## src/rtl/fetch_pkg.sv

```systemverilog
// fetch_pkg: shared definitions for the instruction fetch unit.
//   FETCH_STATE_WIDTH  width of the fetch FSM state register
//   ST_BOOT/ST_RUN     FSM encodings; ST_ERR exists only with FETCH_MISALIGN_CHK_EN
//   pc_align()         clears the byte-offset bits of a PC
package fetch_pkg;

    localparam int FETCH_STATE_WIDTH = 2;

    localparam logic [FETCH_STATE_WIDTH-1:0] ST_BOOT = 2'd0;
    localparam logic [FETCH_STATE_WIDTH-1:0] ST_RUN  = 2'd1;
`ifdef FETCH_MISALIGN_CHK_EN
    localparam logic [FETCH_STATE_WIDTH-1:0] ST_ERR  = 2'd2;
`endif

    function automatic logic [31:0] pc_align(input logic [31:0] pc);
        return {pc[31:2], 2'b00};
    endfunction

endpackage

```

## src/rtl/fetch_fifo.sv

```systemverilog
// fetch_fifo: instruction buffer holding {instruction, PC} pairs.
// Ports:
//   i_clk, i_rst_n            clock, async active-low reset
//   i_push, i_push_data/pc    write an entry (accepted when not full, or when popping)
//   i_pop                     remove the head entry
//   i_flush                   empty the buffer; wins over push and pop
//   o_head_data, o_head_pc    head entry
//   o_full, o_empty, o_count  occupancy
module fetch_fifo
    import fetch_pkg::*;
#(
    parameter int unsigned  DEPTH = 2,
    localparam int unsigned CW    = $clog2(DEPTH) + 1
) (
    input  logic          i_clk,
    input  logic          i_rst_n,
    input  logic          i_push,
    input  logic [31:0]   i_push_data,
    input  logic [31:0]   i_push_pc,
    input  logic          i_pop,
    input  logic          i_flush,
    output logic [31:0]   o_head_data,
    output logic [31:0]   o_head_pc,
    output logic          o_full,
    output logic          o_empty,
    output logic [CW-1:0] o_count
);

    localparam int unsigned   AW       = $clog2(DEPTH);
    localparam logic [CW-1:0] FULL_CNT = CW'(DEPTH);

    logic [31:0]   r_data [DEPTH];
    logic [31:0]   r_pc   [DEPTH];
    logic [AW-1:0] r_wptr;
    logic [AW-1:0] r_rptr;
    logic [CW-1:0] r_count;
    logic          w_push;
    logic          w_pop;

    assign o_full  = (r_count == FULL_CNT);
    assign o_empty = (r_count == '0);
    assign o_count = r_count;
    // A full buffer still takes a push when the head leaves in the same cycle.
    assign w_push  = i_push && (!o_full || i_pop);
    assign w_pop   = i_pop && !o_empty;

    assign o_head_data = r_data[r_rptr];
    assign o_head_pc   = r_pc[r_rptr];

    always_ff @(posedge i_clk or negedge i_rst_n) begin
        if (!i_rst_n) begin
            for (int i = 0; i < int'(DEPTH); i++) begin
                r_data[i] <= '0;
                r_pc[i]   <= '0;
            end
            r_wptr  <= '0;
            r_rptr  <= '0;
            r_count <= '0;
        end else if (i_flush) begin
            r_wptr  <= '0;
            r_rptr  <= '0;
            r_count <= '0;
        end else begin
            if (w_push) begin
                r_data[r_wptr] <= i_push_data;
                r_pc[r_wptr]   <= i_push_pc;
                r_wptr         <= r_wptr + 1'b1;
            end
            if (w_pop) begin
                r_rptr <= r_rptr + 1'b1;
            end
            r_count <= r_count + CW'(w_push) - CW'(w_pop);
        end
    end

endmodule

```

## src/rtl/fetch.sv

```systemverilog
// fetch: sequential instruction fetch with redirect, buffering and stale-response discard.
// Optional feature macro: FETCH_MISALIGN_CHK_EN (misaligned-redirect ERR state, o_misaligned).
// Ports:
//   i_clk, i_rst_n                    clock, async active-low reset
//   i_redirect, i_redirect_pc         flush and restart fetch at a new PC
//   o_imem_req_valid/i_imem_req_ready request handshake, o_imem_addr = fetch PC
//   i_imem_rsp_valid, i_imem_rsp_data in-order responses, no backpressure
//   o_inst_valid/i_inst_ready         decode handshake; o_inst, o_inst_pc = buffer head
//   o_misaligned                      set while in ERR (macro builds only)
module fetch
    import fetch_pkg::*;
#(
    parameter logic [31:0] RESET_PC  = 32'h0000_0000,
    parameter int unsigned BUF_DEPTH = 2
) (
    input  logic        i_clk,
    input  logic        i_rst_n,
    input  logic        i_redirect,
    input  logic [31:0] i_redirect_pc,
    output logic        o_imem_req_valid,
    input  logic        i_imem_req_ready,
    output logic [31:0] o_imem_addr,
    input  logic        i_imem_rsp_valid,
    input  logic [31:0] i_imem_rsp_data,
    output logic        o_inst_valid,
    input  logic        i_inst_ready,
    output logic [31:0] o_inst,
    output logic [31:0] o_inst_pc
`ifdef FETCH_MISALIGN_CHK_EN
    ,
    output logic        o_misaligned
`endif
);

    localparam int unsigned   CW      = $clog2(BUF_DEPTH) + 1;
    localparam logic [CW-1:0] DEPTH_C = CW'(BUF_DEPTH);

    logic [FETCH_STATE_WIDTH-1:0] r_state, w_state_d;
    logic [31:0]   r_pc, w_pc_d;
    logic [31:0]   r_rsp_pc, w_rsp_pc_d;    // PC belonging to the next kept response
    logic [CW-1:0] r_outst, w_outst_d;      // live requests awaiting a response
    logic [CW-1:0] r_discard, w_discard_d;  // stale requests whose responses get dropped

    logic [31:0]   w_redirect_pc;
    logic [31:0]   w_head_data;
    logic [31:0]   w_head_pc;
    logic [CW-1:0] w_fifo_count;
    logic [CW-1:0] w_occ;
    logic [CW-1:0] w_inflight;
    logic          w_fifo_full, w_fifo_empty;
    logic          w_pop, w_push, w_rsp_keep;
    logic          w_req_valid, w_req_fire;
    logic          w_rsp_drop, w_rsp_any;

`ifdef FETCH_MISALIGN_CHK_EN
    logic w_redirect_bad;
    assign w_redirect_pc  = i_redirect_pc;
    assign w_redirect_bad = (i_redirect_pc[1:0] != 2'b00);
    assign o_misaligned   = (r_state == ST_ERR);
`else
    assign w_redirect_pc  = pc_align(i_redirect_pc);
`endif

    assign w_pop      = !w_fifo_empty && i_inst_ready && !i_redirect;
    // Credit the pop of this cycle so a steady stream sustains one fetch per cycle.
    assign w_occ      = r_outst + w_fifo_count - CW'(w_pop);
    assign w_rsp_drop = i_imem_rsp_valid && (r_discard != '0);
    // Bounding live + stale requests keeps the discard counter within BUF_DEPTH.
    assign w_inflight = r_outst + r_discard - CW'(w_rsp_drop);
    assign w_req_valid = (r_state == ST_RUN) && (w_occ < DEPTH_C) && (w_inflight < DEPTH_C);
    assign w_req_fire  = w_req_valid && i_imem_req_ready;
    assign w_rsp_any   = i_imem_rsp_valid && ((r_outst != '0) || (r_discard != '0));
    assign w_rsp_keep  = i_imem_rsp_valid && !i_redirect && (r_discard == '0) && (r_outst != '0);
    assign w_push      = w_rsp_keep && (!w_fifo_full || w_pop);

    always_comb begin
        w_state_d   = r_state;
        w_pc_d      = r_pc;
        w_rsp_pc_d  = r_rsp_pc;
        w_outst_d   = r_outst;
        w_discard_d = r_discard;
        if (i_redirect) begin
            // Everything issued so far, including a request accepted now, is stale.
            w_discard_d = r_outst + r_discard + CW'(w_req_fire) - CW'(w_rsp_any);
            w_outst_d   = '0;
            w_pc_d      = w_redirect_pc;
            w_rsp_pc_d  = w_redirect_pc;
            w_state_d   = ST_RUN;
`ifdef FETCH_MISALIGN_CHK_EN
            if (w_redirect_bad) begin
                w_state_d = ST_ERR;
            end
`endif
        end else begin
            if (r_state == ST_BOOT) begin
                w_state_d = ST_RUN;
            end
            if (w_req_fire) begin
                w_pc_d = r_pc + 32'd4;
            end
            if (w_rsp_drop) begin
                w_discard_d = r_discard - 1'b1;
            end
            w_outst_d = r_outst + CW'(w_req_fire) - CW'(w_rsp_keep);
            if (w_rsp_keep) begin
                w_rsp_pc_d = r_rsp_pc + 32'd4;
            end
        end
    end

    always_ff @(posedge i_clk or negedge i_rst_n) begin
        if (!i_rst_n) begin
            r_state   <= ST_BOOT;
            r_pc      <= RESET_PC;
            r_rsp_pc  <= RESET_PC;
            r_outst   <= '0;
            r_discard <= '0;
        end else begin
            r_state   <= w_state_d;
            r_pc      <= w_pc_d;
            r_rsp_pc  <= w_rsp_pc_d;
            r_outst   <= w_outst_d;
            r_discard <= w_discard_d;
        end
    end

    fetch_fifo #(
        .DEPTH (BUF_DEPTH)
    ) u_fifo (
        .i_clk       (i_clk),
        .i_rst_n     (i_rst_n),
        .i_push      (w_push),
        .i_push_data (i_imem_rsp_data),
        .i_push_pc   (r_rsp_pc),
        .i_pop       (w_pop),
        .i_flush     (i_redirect),
        .o_head_data (w_head_data),
        .o_head_pc   (w_head_pc),
        .o_full      (w_fifo_full),
        .o_empty     (w_fifo_empty),
        .o_count     (w_fifo_count)
    );

    assign o_imem_req_valid = w_req_valid;
    assign o_imem_addr      = r_pc;
    assign o_inst_valid     = !w_fifo_empty;
    assign o_inst           = w_fifo_empty ? '0 : w_head_data;
    assign o_inst_pc        = w_fifo_empty ? '0 : w_head_pc;

endmodule

```

## config.mk

```make
export PLATFORM = sky130hd
export DESIGN_NAME = fetch
export DESIGN_NICKNAME = d
export VERILOG_FILES = /design/src/rtl/fetch_pkg.sv /design/src/rtl/fetch_fifo.sv /design/src/rtl/fetch.sv
export SDC_FILE = /design/constraint.sdc
export NUM_CORES = 1
export LEC_CHECK = 0
export ABC_AREA = 1
export BUFFER_PORTS_ARGS = -buffer_cell sky130_fd_sc_hd__buf_4
export CAP_MARGIN = 20
export CORE_MARGIN = 5
export CORE_UTILIZATION = 50
export DETAILED_ROUTE_END_ITERATION = 16
export PLACE_DENSITY = 0.76
export SKIP_LAST_GASP = 1
export SLEW_MARGIN = 0
export SYNTH_ARGS = -nofsm -noshare
export SYNTH_HDL_FRONTEND = slang
export SYNTH_SLANG_ARGS = --single-unit
```

## constraint.sdc

```tcl
create_clock -name i_clk -period 2.3 [get_ports i_clk]
set_input_delay 0 -clock i_clk [delete_from_list [all_inputs] [get_ports i_clk]]
set_output_delay 0 -clock i_clk [all_outputs]
set_load 0.05 [all_outputs]
```

---- Yosys cells after proc, flatten, opt, wreduce, memory -nomap -nowiden ----
Cells that the tools add are included.
operators by class
  $add $sub $neg .......................... 15
  magnitude comparators ................... 5
  equality and inequality tests ........... 2
  mux-type cells .......................... 26
  bitwise gates (word level) .............. 3
  reduce and logical (&&, ||, !) cells .... 31
operator list
  cell                     count
  $mux W32                 13
  $bwmux W64               2
  $add A32 B3 Y32 const B  2
  $demux W32 S1            1
  $reduce_bool A2 Y1       8
  $logic_and A1 B1 Y1      14
  $mux W2                  6
  $sub A2 B1 Y2            5
  $add A2 B1 Y2            3
  $logic_not A2 Y1         3
  $add A2 B2 Y2            2
  $ge A2 B2 Y1 const B     2
  $lt A2 B2 Y1 const B     2
  $mux W1                  4
  $not A1 Y2               2
  $logic_not A1 Y1         3
  $add A1 B1 Y1 const B    2
  $eq A2 B1 Y1 const B     1
  $eq A2 B2 Y1 const B     1
  $logic_or A1 B1 Y1       2
  $lt A2 B1 Y1 const B     1
  $reduce_and A2 Y1        1
  $sub A2 B1 Y2 const B    1
  $not A1 Y1               1
storage, ports and cells
  register bits ........................... 202
  bits of input ports ..................... 70

---- Logic depth before layout (Yosys ltp) ----
  word-level depth ........................ 12
  depth in mapped cells ................... 17

---- By module ----
Synthesis repeated with hierarchy kept, for this count alone.
second synthesis, totals
  cells, all modules ...................... 1,730
  area total of the unflattened synthesis .. 11,773.8 um^2
modules (own cells, without submodules)
  module      instances  cells each  area an instance (um^2)  seq. area each (um^2)
  fetch_fifo  1          812         6,371.1                  3,303.2
  fetch       1          918         5,402.7                  1,626.6

---- Worst setup path after synthesis ----
Ideal clock, no wire load.
  path kind ............................... register -> register
  start ................................... register u_fifo.r_count[1] (netlist: u_fifo.o_count[1])
  end ..................................... register r_discard[1]
  library setup time ...................... 123 ps
  arrival time ............................ 2,319 ps
  data required time ...................... 2,177 ps
  path slack .............................. -142 ps
  cell stages (with the launch flop) ...... 17
  buffers on the path ..................... 1
  cell sequence ........................... dfrtp_1 > inv_1 > nand2_1 > nand3_1 > nand2_1 > nand2_1 > nand2_1 > nand2_1 > nand3_1 > buf_2 > inv_1 > ha_1 > xor2_1 > nand2_1 > nand2_1 > o21ai_0 > nand2_1
on the way
  cells in the longest elaborated chain, start to end .. 12
ends and longest elaborated chain
  element                           line              text
  from (decl)                       fetch_fifo.sv:36  logic [CW-1:0] r_count;
  from (signal assigned)            fetch_fifo.sv:72  r_count <= r_count + CW'(w_push) - CW'(w_pop);
  $logic_not A2 Y1                  fetch_fifo.sv:41  assign o_empty = (r_count == '0);
  $logic_not A1 Y1                  n/a
  net o_inst_valid                  fetch.sv:25       output logic o_inst_valid,
  $logic_and A1 B1 Y1 (2 in a row)  fetch.sv:64       assign w_pop = !w_fifo_empty && i_inst_ready && !i_redirect;
  $sub A2 B1 Y2                     fetch.sv:66       assign w_occ = r_outst + w_fifo_count - CW'(w_pop);
  $lt A2 B2 Y1                      fetch.sv:70       assign w_req_valid = (r_state == ST_RUN) && (w_occ < DEPTH_C) && (w_inflight < DEPTH_C);
  $logic_and A1 B1 Y1 (2 in a row)  fetch.sv:70
  $logic_and A1 B1 Y1               fetch.sv:71       assign w_req_fire = w_req_valid && i_imem_req_ready;
  $add A2 B1 Y2                     fetch.sv:84       w_discard_d = r_outst + r_discard + CW'(w_req_fire) - CW'(w_rsp_any);
  $sub A2 B1 Y2                     fetch.sv:84
  $mux W2                           fetch.sv:82       if (i_redirect) begin
  to (signal assigned)              fetch.sv:123      r_discard <= w_discard_d;
  to (decl)                         fetch.sv:42       logic [CW-1:0] r_discard, w_discard_d;
The timed path passes the listed nets, and every way through them passes these cells.
A chain may end at the register's enable or synchronous reset.

---- Worst setup path in the final report ----
  start ................................... register r_outst[0]
  end ..................................... register r_pc[7] (netlist: o_imem_addr[7])
on the way
  cells in the longest elaborated chain, start to end .. 7
ends and longest elaborated chain
  element                           line          text
  from (decl)                       fetch.sv:41   logic [CW-1:0] r_outst, w_outst_d;
  from (signal assigned)            fetch.sv:122  r_outst <= w_outst_d;
  $add A2 B2 Y2                     fetch.sv:66
  $sub A2 B1 Y2                     fetch.sv:66
  $lt A2 B2 Y1                      fetch.sv:70
  $logic_and A1 B1 Y1               fetch.sv:70
  $logic_and A1 B1 Y1 (*)           fetch.sv:70
  $logic_and A1 B1 Y1 (*)           fetch.sv:71
  $reduce_bool A2 Y1 (no line) (*)  n/a
  to (signal assigned)              fetch.sv:120  r_pc <= w_pc_d;
  to (decl)                         fetch.sv:39   logic [31:0] r_pc, w_pc_d;
Every way passes the cells marked *; elsewhere a longest branch is shown, timed or not.

==> results.json <==
{
  "status": "finished, final reports clean",
  "total_power_mw": 11.35,
  "path_common_cell": "nand2_1",
  "place_inst": 1862,
  "setup-tns-final_ns": 0,
  "grt_max_degree": 75,
  "final_common_cell": "nand2_1",
  "layout-drive-gt1-share_pct": 14.52,
  "grt_pass1_wl_um": 48080,
  "total_leakage_power_nw": 6.465,
  "dp_hpwl_um": 20370,
  "clk_pin_slew_ns": 0.08,
  "vias": 10300,
  "drt-total-wl_um": 29630,
  "slew_violations": 0,
  "fin_crit_sh_pct": 96.82,
  "cp-end-kind": "flip-flop",
  "final_cell_mix": "nand2_1, dfrtp_1, buf_4",
  "synth_edf_count": 0,
  "yosysSeqAreaShare_pct": 45.95,
  "dr.first_iter.drc_count": 988,
  "ys_async_sr_fraction_pct": 100.0,
  "ys_seq_elements": 193,
  "crit_arrival_ns": 2.55,
  "reg2reg_depth": 14,
  "min_path_type": "input pin to asynchronous set/reset pin",
  "syn_inst": 1474,
  "detail_route.first_pass.iterations": 5,
  "drc_errors": 0,
  "ios": 168,
  "synthFlopType": "dfrtp_1",
  "finalClockSkew_ns": 0.01243,
  "clockBufferDepth": 2,
  "yosysUniqueCellTypes": 34,
  "insertion_delay_ns": 0.43,
  "max_cap_violations": 0,
  "cts_made_buffers": 17,
  "gp_congestion": 0.9576,
  "cp_slowest_stage_delay_ns": 0.41,
  "avgViaCountPerCell": 5.248,
  "num_rows": 53,
  "yosys_warnings": 0,
  "instances_no_fill": 1962,
  "cts_max_level": 4,
  "vdd_ir_drop_max_v": 0.0006196,
  "cp_data_required_time_ns": 2.62,
  "design.core.area_sq_mm": 0.02089,
  "die_h_um": 155.0,
  "hold_violations": 0,
  "antenna_found_initial": 0,
  "rr_startpoint": "r_outst[0]",
  "slowest_stage": "dfrtp_1",
  "holdWs_ns": 0.1157,
  "syn-cell-area_sq_mm": 0.01051,
  "die_w_um": 155.0,
  "syn_to_final_growth_pct": 27.14,
  "clock_sinks": 193,
  "worst_pin_slew_ns": 0.8278,
  "grt_usage_pct": 24.32,
  "ant_nets": 0,
  "path_max_fanout": 31,
  "fmax_ghz": 0.4491,
  "overflow": 0,
  "crit_start": "r_outst[0]",
  "clock-root-buffer": "clkbuf_16",
  "fin_crit_ns": 2.227,
  "die_area_sq_mm": 0.02402,
  "max_slew_margin_pct": 44.81,
  "grt_pass1_vias": 9708,
  "power_density_mw_per_mm2": 849.5,
  "syn_area_per_cell_sq_um": 7.130,
  "setup_viol": 0,
  "start_util_pct": 50.31,
  "antenna_cells": 0,
  "final_nets": 1754,
  "wl_per_cell_um": 15.10,
  "crit_path_cell_trace": "ha_2, inv_1, nand2_1, nand2_1, nand2_1, nand2_2, nor2_1, nor2_2, nand3_2, buf_6, nand2_1, buf_12, nand2_1, nand2_1",
  "crit_type": "flip-flop to flip-flop",
  "rsz0062_at_grt": "yes",
  "io_buffer_count": 161,
  "worstSetupStartpointType": "flip-flop",
  "cts_tree": "built"
}
-- what timing repair did --
item                                   4_1_cts  5_1_grt
hold buffers                                66        0
setup buffers                                0        2
endpoints found under the hold margin      186        0
resized for setup                            1       10
pin swaps                                    0        4
setup endpoints to repair                   15       33
-- cells by family after synthesis --
kind of cell    share of synthesized area, %
flops                                  45.95
compound gates                         12.93
other cells                          0.07146
fa+ha+maj                              1.190
buf+inv                                7.298
simple gates                           31.06
xor+xnor                               1.500
-- critical path, delay by kind of cell (launching register included) --
| family | cells | cell delay (ns) |
|---|---|---|
| and+or+nand+nor | 10 | 0.92 |
| DFF | 1 | 0.41 |
| adders and majority gates | 1 | 0.22 |
| buffers and inverters | 3 | 0.54 |
-- registers in the layout, indices dropped and copies added, names as in the netlist --
name	count
u_fifo.r_wptr	1
u_fifo.r_data	64
u_fifo.r_rptr	1
u_fifo.o_count	2
r_discard	2
u_fifo.r_pc	60
r_rsp_pc	30
r_outst	2
o_imem_addr	30
r_state	1
-- where the power goes --
group          total (mW)  internal (mW)  switching, mW  leakage [nW]
registers            4.73           4.11          0.624          2.54
logic                3.57           1.30           2.27          3.62
clock network        3.05           1.58           1.47         0.300
-- metal layers --
layer	share of wire [%]	GRT usage, %	routed length, um	vias up
met3	7.3	3.894	2156	39
li1	-	-	-	5104
met2	46	39.20	13660	390
met4	2.1	6.728	624	0
met5	0	0	0	-
met1	45	34.29	13190	4764
-- worst paths after layout --
kind	endpoint	slack, ns
min in group i_clk	r_discard[0]	0.12
max in group asynchronous	u_fifo.r_data[7]	1.34
worst max register to register	o_imem_addr[7]	0.07
worst min register to register	u_fifo.r_pc[31]	0.49
worst max-delay path	o_imem_addr[7]	0.07
worst min-delay path	u_fifo.r_data[27]	0.12
-- cell usage after synthesis, types with 2 or more instances --
master | count | area [sq um]
a21oi_1 | 86 | 430.4
a22oi_1 | 14 | 105.1
a31oi_1 | 3 | 18.77
buf_2 | 21 | 105.1
buf_4 | 5 | 37.54
buf_6 | 7 | 78.83
clkbuf_1 | 41 | 153.9
conb_1 | 2 | 7.510
dfrtp_1 | 193 | 4830
ha_1 | 10 | 125.1
inv_1 | 98 | 367.9
inv_2 | 4 | 15.01
nand2_1 | 596 | 2237
nand2_2 | 2 | 12.51
nand3_1 | 77 | 385.4
nand3b_1 | 13 | 97.59
nand4_1 | 6 | 37.54
nor2_1 | 112 | 420.4
nor3_1 | 4 | 20.02
o211ai_1 | 6 | 45.04
o21ai_0 | 95 | 475.5
o21ai_1 | 47 | 235.2
o21ai_2 | 3 | 26.28
o31ai_1 | 3 | 22.52
xnor2_1 | 5 | 43.79
xor2_1 | 13 | 113.9
-- stage by stage --
stage	util, %	setup WS, ns	cell area (sq um)
after global routing	63.97	-0.07092	13360
after floorplan	-	0.05516	10520
after global placement	57.54	0.08371	12020
after CTS	63.67	0.02727	13300
after detailed placement	57.54	-0.003788	12020
final	63.97	0.07308	13360
-- cell type report --
class                   count  area [sq um]
inverters                 102         382.9
clock buffers              17         425.4
flip-flops and latches    193          4831
clock inverters            15         190.2
multi-input cells        1106          4985
fillers                  1831          7526
well taps                 275         344.1
repair buffers            254          2205
Note: power is estimated with default switching activity, not from simulation.
